<file path="config.mk">
export PLATFORM = sky130hd
export DESIGN_NAME = seg7_digit_bank
export DESIGN_NICKNAME = d
export VERILOG_FILES = /design/src/rtl/seg7_digit_bank.sv
export SDC_FILE = /design/constraint.sdc
export NUM_CORES = 1
export LEC_CHECK = 0
export BUFFER_PORTS_ARGS = -buffer_cell sky130_fd_sc_hd__buf_2
export CAP_MARGIN = 20
export CORE_UTILIZATION = 49
export CTS_CLUSTER_DIAMETER = 60
export DETAILED_ROUTE_END_ITERATION = 10
export PLACE_DENSITY = 0.7
export SETUP_SLACK_MARGIN = 0.1
export SLEW_MARGIN = 10
export SYNTH_ARGS = -nofsm -noshare
export SYNTH_HDL_FRONTEND = slang
export SYNTH_SLANG_ARGS = --single-unit
</file>
<file path="constraint.sdc">
create_clock -name clk -period 2.4 [get_ports clk]
set_clock_uncertainty 0.05 [all_clocks]
set_input_delay 0.12 -clock clk [delete_from_list [all_inputs] [get_ports clk]]
set_output_delay 0.12 -clock clk [all_outputs]
set_load 0.05 [all_outputs]
</file>
<file path="src/rtl/seg7_digit_bank.sv">
// Registered bank of 7-segment digit drivers: keypad digits shift in at position 0,
// unentered positions blank, optional dash masking and whole-display blink.
module seg7_digit_bank #(
  parameter int unsigned NUM_DIGITS = 4,
  parameter int unsigned BLINK_HALF = 25000000,
  parameter bit          HEX_EN     = 1'b1
) (
  input  logic                                 clk,
  input  logic                                 rst,
  input  logic                                 shift_en,
  input  logic [3:0]                           shift_val,
  input  logic                                 clr,
  input  logic                                 mask_en,
  input  logic                                 blink_en,
  output logic [4*NUM_DIGITS-1:0]              digits_out,
  output logic [$clog2(NUM_DIGITS+1)-1:0]      count,
  output logic                                 full,
  output logic [7*NUM_DIGITS-1:0]              seg_out
);

  localparam int unsigned CntW   = $clog2(NUM_DIGITS + 1);
  localparam int unsigned BlinkW = $clog2(BLINK_HALF);

  localparam logic [CntW-1:0]   CountMax = CntW'(NUM_DIGITS);
  localparam logic [BlinkW-1:0] BlinkMax = BlinkW'(BLINK_HALF - 1);

  logic [4*NUM_DIGITS-1:0] r_digits;
  logic [CntW-1:0]         r_count;
  logic [BlinkW-1:0]       r_blink_cnt;
  logic                    r_phase_on;
  logic [7*NUM_DIGITS-1:0] r_seg;

  logic [4*NUM_DIGITS-1:0] w_digits_shifted;
  logic [7*NUM_DIGITS-1:0] w_seg_d;

  function automatic logic [6:0] seg_decode(input logic [3:0] val);
    logic [6:0] code;
    code = 7'b1111111;
    case (val)
      4'h0: code = 7'b1000000;
      4'h1: code = 7'b1111001;
      4'h2: code = 7'b0100100;
      4'h3: code = 7'b0110000;
      4'h4: code = 7'b0011001;
      4'h5: code = 7'b0010010;
      4'h6: code = 7'b0000010;
      4'h7: code = 7'b1111000;
      4'h8: code = 7'b0000000;
      4'h9: code = 7'b0010000;
      4'hA: code = HEX_EN ? 7'b0001000 : 7'b1111111;
      4'hB: code = HEX_EN ? 7'b0000011 : 7'b1111111;
      4'hC: code = HEX_EN ? 7'b1000110 : 7'b1111111;
      4'hD: code = HEX_EN ? 7'b0100001 : 7'b1111111;
      4'hE: code = HEX_EN ? 7'b0000110 : 7'b1111111;
      4'hF: code = HEX_EN ? 7'b0001110 : 7'b1111111;
      default: code = 7'b1111111;
    endcase
    return code;
  endfunction

  // Shift left by one digit; the oldest digit falls off the top.
  always_comb begin
    w_digits_shifted      = r_digits << 4;
    w_digits_shifted[3:0] = shift_val;
  end

  always_ff @(posedge clk) begin
    if (rst) begin
      r_digits <= '0;
      r_count  <= '0;
    end else if (clr) begin
      r_digits <= '0;
      r_count  <= '0;
    end else if (shift_en) begin
      r_digits <= w_digits_shifted;
      if (r_count != CountMax) begin
        r_count <= r_count + CntW'(1);
      end
    end
  end

  always_ff @(posedge clk) begin
    if (rst || !blink_en) begin
      r_blink_cnt <= '0;
      r_phase_on  <= 1'b1;
    end else if (r_blink_cnt == BlinkMax) begin
      r_blink_cnt <= '0;
      r_phase_on  <= ~r_phase_on;
    end else begin
      r_blink_cnt <= r_blink_cnt + BlinkW'(1);
    end
  end

  // Priority: blink-off, not yet entered, dash mask, value decode.
  always_comb begin
    w_seg_d = '1;
    for (int i = 0; i < int'(NUM_DIGITS); i++) begin
      if (!r_phase_on || (i >= int'(r_count))) begin
        w_seg_d[7*i +: 7] = 7'b1111111;
      end else if (mask_en) begin
        w_seg_d[7*i +: 7] = 7'b0111111;
      end else begin
        w_seg_d[7*i +: 7] = seg_decode(r_digits[4*i +: 4]);
      end
    end
  end

  always_ff @(posedge clk) begin
    if (rst) begin
      r_seg <= '1;
    end else begin
      r_seg <= w_seg_d;
    end
  end

  assign digits_out = r_digits;
  assign count      = r_count;
  assign full       = (r_count == CountMax);
  assign seg_out    = r_seg;

endmodule

</file>
# Yosys cells after proc, flatten, opt, wreduce, memory -nomap -nowiden
# Memories as Yosys holds them, arrays and structs flattened. A register that Yosys moved wholly into a read port is not among the register bits.
# Index checks and enable logic that the tools add are counted.
[word_totals]
regBits = 73
rom_bits = 448
in_bits = 10
output_inout_bits = 48
wordCells = 56
n_memories = 4
[op_classes]
addsub = 2
order_cmp = 4
eq_ne = 3
mux = 12
bitwise = 1
reduce_logical = 18
[memory_table]
columns = ["memory", "depth", "word_bits", "rd", "rd_clocked_by_memory_dff", "write_ports", "line", "text"]
rows = [
  ["(no name shown)", 16, 7, 1, 1, 0, "39", "case (val)"],
  ["(no name shown)", 16, 7, 1, 1, 0, "39", ""],
  ["(no name shown)", 16, 7, 1, 1, 0, "39", ""],
  ["(no name shown)", 16, 7, 1, 1, 0, "39", ""],
]
[ops]
columns = ["op", "count"]
rows = [
  ["$mux 4", 8],
  ["$mux 7", 4],
  ["$add 25x1->25 const B", 1],
  ["$eq 25x25->1 const B", 1],
  ["$reduce_or 2->1", 6],
  ["$reduce_or 3->1", 4],
  ["$ge 1x3->1 const A", 2],
  ["$ge 2x3->1 const A", 2],
  ["$logic_or 1x1->1", 5],
  ["$add 3x1->3 const B", 1],
  ["$eq 3x3->1 const B", 1],
  ["$ne 3x3->1 const B", 1],
  ["$logic_not 1->1", 2],
  ["$reduce_and 2->1", 1],
  ["$not 1->1", 1],
]

# Longest topological paths before layout
# Gate-level depths: netlist (run 1).
[depth]
ltp_word = 3
mapped_depth = 8
ltp_nobuf = 6

# Least setup slack after synthesis (run 1)
# OpenSTA, ideal clock, no wires.
[synth_timing]
path_kind = "reg2reg"
startpoint = "register r_digits[4], in the netlist digits_out[4]"
endpoint = "register with a tool-made name"
setup_time_ns = 0.134
arrival_ns = 1.914
required_ns = 2.216
setup_slack_ns = 0.301
stages_incl_launch_ff = 6
path_buffers = 0
period_less_slack_ns = 2.099
path_cell_list = "dfxtp_1 > mux2i_1 > nor2_1 > inv_1 > ha_1 > mux4_2"
[synth_lines]
columns = ["item", "line", "text"]
rows = [
  ["start, declared", "27", "logic [4*NUM_DIGITS-1:0] r_digits;"],
  ["start signal, assigned", "75", "r_digits <= w_digits_shifted;"],
]

==> results of run 1 <==
## synth_stat cells (6+ instances only)
library cell and instances:
xor2_1 11, nand4_1 10, mux2i_1 32, nor2_1 42, inv_1 19, nand2_1 14, a21oi_1 16, nor3_1 6
nand2b_1 10, o31ai_1 9, buf_4 6, buf_2 6, dfxtp_1 101, o22ai_1 12, and3_1 9, or3_1 20
or4_1 7, ha_1 28, xnor2_1 6
## routing by layer
layer | up-vias | routed length, um
li1 | 1626 | -
met1 | 1538 | 3920
met2 | 50 | 4200
met3 | 14 | 268
met4 | 0 | 171
met5 | - | 0
## path summary, 6_finish.rpt
check                startpoint             to  slack [ps]
hold reg to reg        register    seg_out[18]         360
setup reg to reg  digits_out[1]       register         440
hold / removal     shift_val[0]  digits_out[0]          10
setup / recovery  digits_out[1]       register         440
## kinds of logic (layout without fill, tap and decap cells)
kind of cell	after synthesis	in the layout	synth area share [%]
AOI/OAI and AO/OA	64	64	10.2
xor gates and xnor gates	17	17	3.42
adders and majority gates	28	28	8.05
buffers and inverters	42	106	4.83
DFF	101	101	46.5
muxes	36	36	9.43
and+or+nand+nor	139	139	17.6
## worst max-delay path, stage by stage, from the launching register on
cell and delay [ps]:
dfxtp_1 410, mux2i_1 120, nor2_1 350, inv_1 150, ha_1 290, mux4_2 470
## through the flow
step	std cells	instance area [um^2]	worst slack, ps	power [mW]
CTS	599	4930	453	2.95
detailed placement	582	4720	180	1.86
global route	599	4930	308	3.03
finish	599	4930	444	2.93
floorplan	427	4350	301	1.83
global placement	582	4720	289	1.86
## cell type report
class,count,share of cell area (%)
multi-input cells,284,43.0
flip-flops and latches,101,41.0
repair buffers,67,7.35
clock buffers,10,2.79
well taps,108,2.74
inverters,23,1.75
clock inverters,6,1.45
## placed cells by master, fill, tap and decap left out, types with 10 or more instances in the layout
master    instances
mux2i_1          32
ha_1             28
dfxtp_1         101
o22ai_1          12
xor2_1           11
nand2b_1         10
nand4_1          10
nand2_1          14
buf_2            57
nor2_1           42
inv_1            19
a21oi_1          16
clkbuf_8         10
or3_1            20
## report_power, final
| group | internal (mW) | switching (mW) | leakage [nW] |
|---|---|---|---|
| Sequential | 1.69 | 0.00747 | 0.817 |
| Combinational | 0.0440 | 0.0848 | 0.997 |
| Clock | 0.518 | 0.588 | 0.0991 |
| Total | 2.25 | 0.680 | 1.91 |
==> run summary, run 1 <==
GP Congestion - 0.929
Layout cell share with drive strength beyond 1 - 20.6%
Min-Delay Path Class - input pin to register
Vias - 3228
CTS Buf Count - 9
Fill cell count - 782
Vias in the first global route - 2987
Met1 GRT Util - 24.7%
Async SR Flop Fraction - 0%
Multi-input logic area - 2120 um^2
# resized after CTS - 0
CTS max path bufs - 2
1st-iter DRT viols - 100
GR Overflow Total - 0
#FFs+latches synth - 101
GR peak layer - met2
Final setup viols - 0
Max-Cap Viols - 0
Mapped cell area - 4350 um^2
Die ar. - 9260 um^2
GR Util met3 - 3.87%
Hold_ws - 11.8 ps
DR vias/cell - 5.39
Hold depth - 3
Avg Inst Size Synth - 10.2 um^2
WP data required - 2590 ps
Status - complete, no violations
Leakage - 1.91 nW
Util after Layout - 56.9%
Worst Tran Pin Value - 651 ps
Fmax - 511 MHz
Synth unique cells - 48
Met2 usage - 32.9%
Syn nets - 465
Sink Count - 101
Pre-antenna DRT Iters - 4
Power per cell area - 594 nW/um^2
Max_slew headroom - 56.1%
Clock Latency Late Sink - 360 ps
Synth top area share - 46.5%
Cell taking the most area after synthesis - dfxtp_1
CTS tree - built
WL/cell - 14.3 um
Count of flip-flops with a built-in enable after synthesis - 0
Mapped Cells - 427
Buffers added on ports - 57
Final hold viol count - 0
Yosys warns - 0
Largest net degree at the start of global routing - 22
Worst VDD drop - 0.363 mV
DRC errors left - 0
# nets final - 524
Clk slew on worst S/H paths - 90 ps
Nature of the critical path endpoint - register
Final WL - 8560 um
Die Width - 96.2 um
Core ar. - 8680 um^2
First-pass GRT wire length - 13800 um
Initial Util - 50.1%
Tcrit/Tclk final - 81.5%
Seq/Total Area, Yosys - 46.5%
Ys flop type - dfxtp_1
Hold Buf Count CTS - 1
DIE HEIGHT - 96.2 um
Gr usage total - 19.7%
Setup bufs post-CTS - 0
# diodes - 0
Register area - 2020 um^2
Rows - 34
Initial antenna violation count - 0
H-tree depth - 3
Clk root buf - clkbuf_8
Setup TNS Final - 0 ps
Detailed Place HPWL - 6280 um
CP max FO - 6
Crit path arrival time - 2150 ps
Final ANT Viol Nets - 0
Synth area leaders - dfxtp_1 46%, ha_1 8.1%, mux2i_1 7.4%, nor2_1 3.6%, or3_1 2.9%
Worst Reg2Reg Path Length in Cells - 5
RSZ-0062 raised after global routing - no
Setup crit start kind - register
Synthesis-to-layout area growth - 13.4%
Final Max Tran Viols - 0
Minimum clock period - 1960 ps
Io pins - 58
Worst Setup Path Type - register to register
(Power assumes the default switching activity.)
==> inputs of run 2 (changes only) <==
- clock period: 2.4 -> 1.9 ns (I/O delays scaled with it)
==> run summary, run 2 (synthesized netlist as in run 1, its figures left out) <==
Die Width - 96.2 um (unchanged)
Worst Setup Path Type - register to register
Io pins - 58 (unchanged)
Max_slew headroom - 52.3% (-3.9 points)
Max-Cap Viols - 0 (unchanged)
Pre-antenna DRT Iters - 4 (unchanged)
CTS max path bufs - 2 (unchanged)
Fin cells - 624 (+4.2%)
Setup TNS Final - 0 ps (unchanged)
Leakage - 2.05 nW (+7.0%)
Clk root buf - clkbuf_8
CTS tree - built
Vias in the first global route - 3084 (+3.2%)
Final setup viols - 0 (unchanged)
Worst-path cell chain - and4_1, nand4_1, o31ai_4, buf_12, o21ba_2
Status - complete, no violations
First-pass GRT wire length - 14400 um (+4.0%)
Fmax - 559 MHz (+9.3%)
DP Worst Slack - -78.2 ps (-258 ps)
Detailed Place HPWL - 6640 um (+5.7%)
GR Overflow Total - 0 (unchanged)
Largest net degree at the start of global routing - 25 (+14%)
Met2 WL post-DR - 4410 um (+5.0%)
GP Congestion - 0.905 (-2.6%)
CTS Buf Count - 9 (unchanged)
Tcrit/Tclk final - 94.2% (+13 points)
Layout cell share with drive strength beyond 1 - 30.2% (+9.7 points)
DR vias/cell - 5.37 (-0.32%)
Clock Latency Late Sink - 360 ps (about the same)
Buffers added on ports - 57 (unchanged)
Final ANT Viol Nets - 0 (unchanged)
Clk slew on worst S/H paths - 100 ps (about the same)
Min-Delay Path Class - input pin to register
Vias - 3352 (+3.8%)
WL/cell - 14.5 um (+1.3%)
Final WL - 9030 um (+5.5%)
Final Max Tran Viols - 0 (unchanged)
Sink Count - 101 (unchanged)
Core ar. - 8680 um^2 (unchanged)
Commonest cells after routing, fill and taps aside - 83 x dfxtp_1, 57 x buf_2, 34 x nor2_1
Nature of the critical path endpoint - register
Setup crit start kind - register
Worst VDD drop - 0.338 mV (-6.8%)
Cells after DPL - 605 (+4.0%)
Final hold viol count - 0 (unchanged)
WP data required - 2110 ps (-480 ps)
# diodes - 0 (unchanged)
Fill cell count - 753 (-3.7%)
CP peak stage delay - 420 ps (-50 ps)
Initial Util - 50.1% (unchanged)
Routed met3 length - 431 um (+61%)
Register area - 2050 um^2 (+1.6%)
1st-iter DRT viols - 108 (+8.0%)
Slowest cell on crit path - o31ai_4
Multi-input logic area - 2190 um^2 (+3.1%)
DRC errors left - 0 (unchanged)
Power per cell area - 697 nW/um^2 (+17%)
M1 WL - 3980 um (+1.5%)
Gr usage total - 20.6% (+0.94 points)
DIE HEIGHT - 96.2 um (unchanged)
# nets final - 549 (+4.8%)
Final worst slack - 110 ps (-334 ps)
Max Used Layer - met4
Worst Tran Pin Value - 711 ps (+60.5 ps)
H-tree depth - 3 (unchanged)
Crit path arrival time - 2000 ps (-150 ps)
Initial antenna violation count - 0 (unchanged)
Util after Layout - 60.3% (+3.4 points)
Rows - 34 (unchanged)
Minimum clock period - 1790 ps (-166 ps)
Die ar. - 9260 um^2 (unchanged)
Synthesis-to-layout area growth - 20.2%
RSZ-0062 raised after global routing - yes
CP max FO - 12 (+6)
Most common cell after layout, fill and taps aside - dfxtp_1
## run 2: path summary, 6_finish.rpt
| kind | start | endpoint | slack, ps | cells after the start |
|---|---|---|---|---|
| setup / recovery | r_blink_cnt[21] | r_blink_cnt[13] | 110 | 5 |
| setup reg to reg | r_blink_cnt[21] | r_blink_cnt[13] | 110 | 5 |
| hold / removal | shift_val[1] | digits_out[1] | 70 | 4 |
| hold reg to reg | register | seg_out[18] | 360 | 1 |
## run 2: per-layer routing
metal	global-route usage, %	vias up
met1	24.9	1579
li1	-	1677
met5	0	-
met2	34.8	78
met4	7.34	0
met3	6.16	18
## run 2: through the flow
step	area (um^2)	power [mW]	hold WS (ps)
2_1_floorplan	4420	2.31	175
3_3_place_gp	4970	2.37	343
3_5_place_dp	4970	2.38	344
4_1_cts	5170	3.68	16.8
5_1_grt	5230	3.80	62.8
6_report	5230	3.65	70.3
## run 2: area by class of cell
type | instances | share of cell area [%]
clock inverter | 7 | 1.27
tap | 108 | 2.58
clock buffer | 9 | 2.37
sequential | 101 | 39.3
multi-input combinational | 284 | 41.8
inverter | 23 | 1.65
timing repair buffer | 92 | 11.1
## run 2: repair_timing
action	CTS	global route
setup buffers	0	1
gates resized for setup	0	13
setup endpoints to repair	0	12
endpoints found under the hold margin	1	0
hold buffers	1	0
## run 2: report_power, final
part	total (mW)	internal, mW	switching [mW]
clock network	1.31	0.600	0.712
registers	2.14	2.13	0.00965
logic	0.197	0.0779	0.119
total	3.65	2.81	0.841
## run 2: critical path: cells and delay by family (launching register included)
| family | cells | cell delay, ps |
|---|---|---|
| simple gates | 2 | 470 |
| buf+inv | 1 | 190 |
| compound gates | 2 | 570 |
| flops | 1 | 410 |
==> inputs of run 3 (changes only) <==
- ABC_CLOCK_PERIOD_IN_PS: not set -> 1900
- REMOVE_ABC_BUFFERS: not set -> 1
==> run summary, run 3 (synthesized netlist as in run 1, its figures left out) <==
CTS max path bufs - 2 (unchanged)
Crit-path leading delay family - multiplexers
Setup bufs post-CTS - 0 (unchanged)
WP data required - 2080 ps (-30 ps)
Worst Reg2Reg Path Length in Cells - 4 (-1)
Fill cell count - 747 (-0.80%)
Core ar. - 8680 um^2 (unchanged)
Slowest cell on crit path - mux4_2
Comb pwr share - 5.0% (-0.4 points)
Max-Cap Viols - 0 (unchanged)
DIE HEIGHT - 96.2 um (unchanged)
Vias - 3353 (+0.030%)
Max_slew headroom - 59.1% (+6.9 points)
Setup TNS Final - 0 ps (unchanged)
1st-iter DRT viols - 146 (+35%)
Clk root buf - clkbuf_8
Worst-path cell chain - mux2i_1, nor2_2, ha_1, mux4_2
WP depth - 4 (-1)
Final worst slack - 162 ps (+52.0 ps)
Commonest cells after routing, fill and taps aside - 97 x dfxtp_1, 57 x buf_2, 40 x nor2_1
DR vias/cell - 5.32 (-0.92%)
Setup crit start kind - register
Rows - 34 (unchanged)
Worst Tran Pin Value - 609 ps (-102 ps)
GP Congestion - 0.906 (+0.14%)
Clock Latency Late Sink - 360 ps (about the same)
Minimum clock period - 1740 ps (-52.0 ps)
WL/cell - 14.1 um (-2.6%)
WP buf/inv - 0 (-1)
GR Overflow Total - 0 (unchanged)
Util after Layout - 60.2% (-0.12 points)
Hold depth - 3 (-1)
Fin cells - 630 (+0.96%)
CP max FO - 5 (-7)
Initial Util - 50.1% (unchanged)
Largest net degree at the start of global routing - 25 (unchanged)
Synthesis-to-layout area growth - 20.0%
Power per cell area - 705 nW/um^2 (+1.1%)
Cells after DPL - 613 (+1.3%)
Gr usage total - 20.1% (-0.55 points)
Io pins - 58 (unchanged)
DP Worst Slack - -69.6 ps (+8.62 ps)
CP peak stage delay - 460 ps (+40 ps)
Tot Pwr - 3.68 mW (+0.93%)
Leakage - 2.08 nW (+1.7%)
# diodes - 0 (unchanged)
Most common cell after layout, fill and taps aside - dfxtp_1
RSZ-0062 raised after global routing - yes
First-pass GRT wire length - 14200 um (-1.3%)
Final WL - 8880 um (-1.6%)
Nature of the critical path endpoint - register
Min-Delay Path Class - input pin to register
Final setup viols - 0 (unchanged)
Die ar. - 9260 um^2 (unchanged)
Crit path arrival time - 1920 ps (-80 ps)
Final hold viol count - 0 (unchanged)
Final Max Tran Viols - 0 (unchanged)
H-tree depth - 3 (unchanged)
CTS Buf Count - 9 (unchanged)
Post-DP Area - 4960 um^2 (-0.10%)
Die Width - 96.2 um (unchanged)
Layout cell share with drive strength beyond 1 - 27.4% (-2.8 points)
Buffers added on ports - 57 (unchanged)
Pre-antenna DRT Iters - 4 (unchanged)
Tcrit/Tclk final - 91.5% (-2.7 points)
Switching power - 0.862 mW (+2.5%)
Final ANT Viol Nets - 0 (unchanged)
Flop pwr share - 58.2% (-0.4 points)
Sink Count - 101 (unchanged)
# nets final - 556 (+1.3%)
Power Internal - 2.82 mW (+0.46%)
Initial antenna violation count - 0 (unchanged)
Detailed Place HPWL - 6540 um (-1.4%)
R2R setup slack - 160 ps (+50 ps)
Vias in the first global route - 3126 (+1.4%)
Fmax - 575 MHz (+3.0%)
Switching Fraction - 23.4% (+0.36 points)
DRC errors left - 0 (unchanged)
Worst Setup Path Type - register to register
Hold_ws - 51.9 ps (-18.4 ps)
Fin area - 5220 um^2 (-0.19%)
CTS tree - built
Clk slew on worst S/H paths - 90 ps (about the same)
Worst VDD drop - 0.341 mV (+0.96%)
Clock power share - 36.7% (+0.7 points)
Status - complete, no violations
run 3: repair_timing:
item | in CTS | in global routing
setup endpoints to repair | 3 | 26
pin swaps | 0 | 0
hold buffers | 2 | 0
hold endpoints to repair | 2 | 0
gates resized for setup | 1 | 16
run 3: path summary, 6_finish.rpt:
check | startpoint | endpoint
max reg2reg | digits_out[9] | register
min | blink_en | r_phase_on
max | digits_out[9] | register
min reg2reg | register | seg_out[15]
run 3: final cells by class:
class / instances / area (um^2) / share of cell area (%)
clock inverters: 6 / 71.3 / 1.37
flip-flops and latches: 101 / 2030 / 38.8
inverters: 23 / 86.3 / 1.65
well taps: 108 / 135 / 2.59
repair buffers: 99 / 618 / 11.8
multi-input cells: 284 / 2160 / 41.4
clock buffers: 9 / 124 / 2.37
run 3: worst reg2reg max path: stages (launching register included):
cell	delay (ps)
dfxtp_1	340
mux2i_1	320
nor2_2	120
ha_1	320
mux4_2	460
run 3: power by group through the flow:
stage | logic, mW | clock network [mW] | registers, mW
after floorplan | 0.0761 | 0 | 2.22
after global placement | 0.173 | 0 | 2.19
after detailed placement | 0.176 | 0 | 2.19
after CTS | 0.180 | 1.40 | 2.14
after global routing | 0.200 | 1.47 | 2.15
final | 0.185 | 1.35 | 2.14
run 3: routing by layer:
layer	share of wire [%]	vias up	GRT usage, %
met1	46	1587	25.1
li1	-	1681	-
met4	0.73	0	5.85
met2	48	76	33.5
met3	5.5	9	5.85
met5	0	-	0
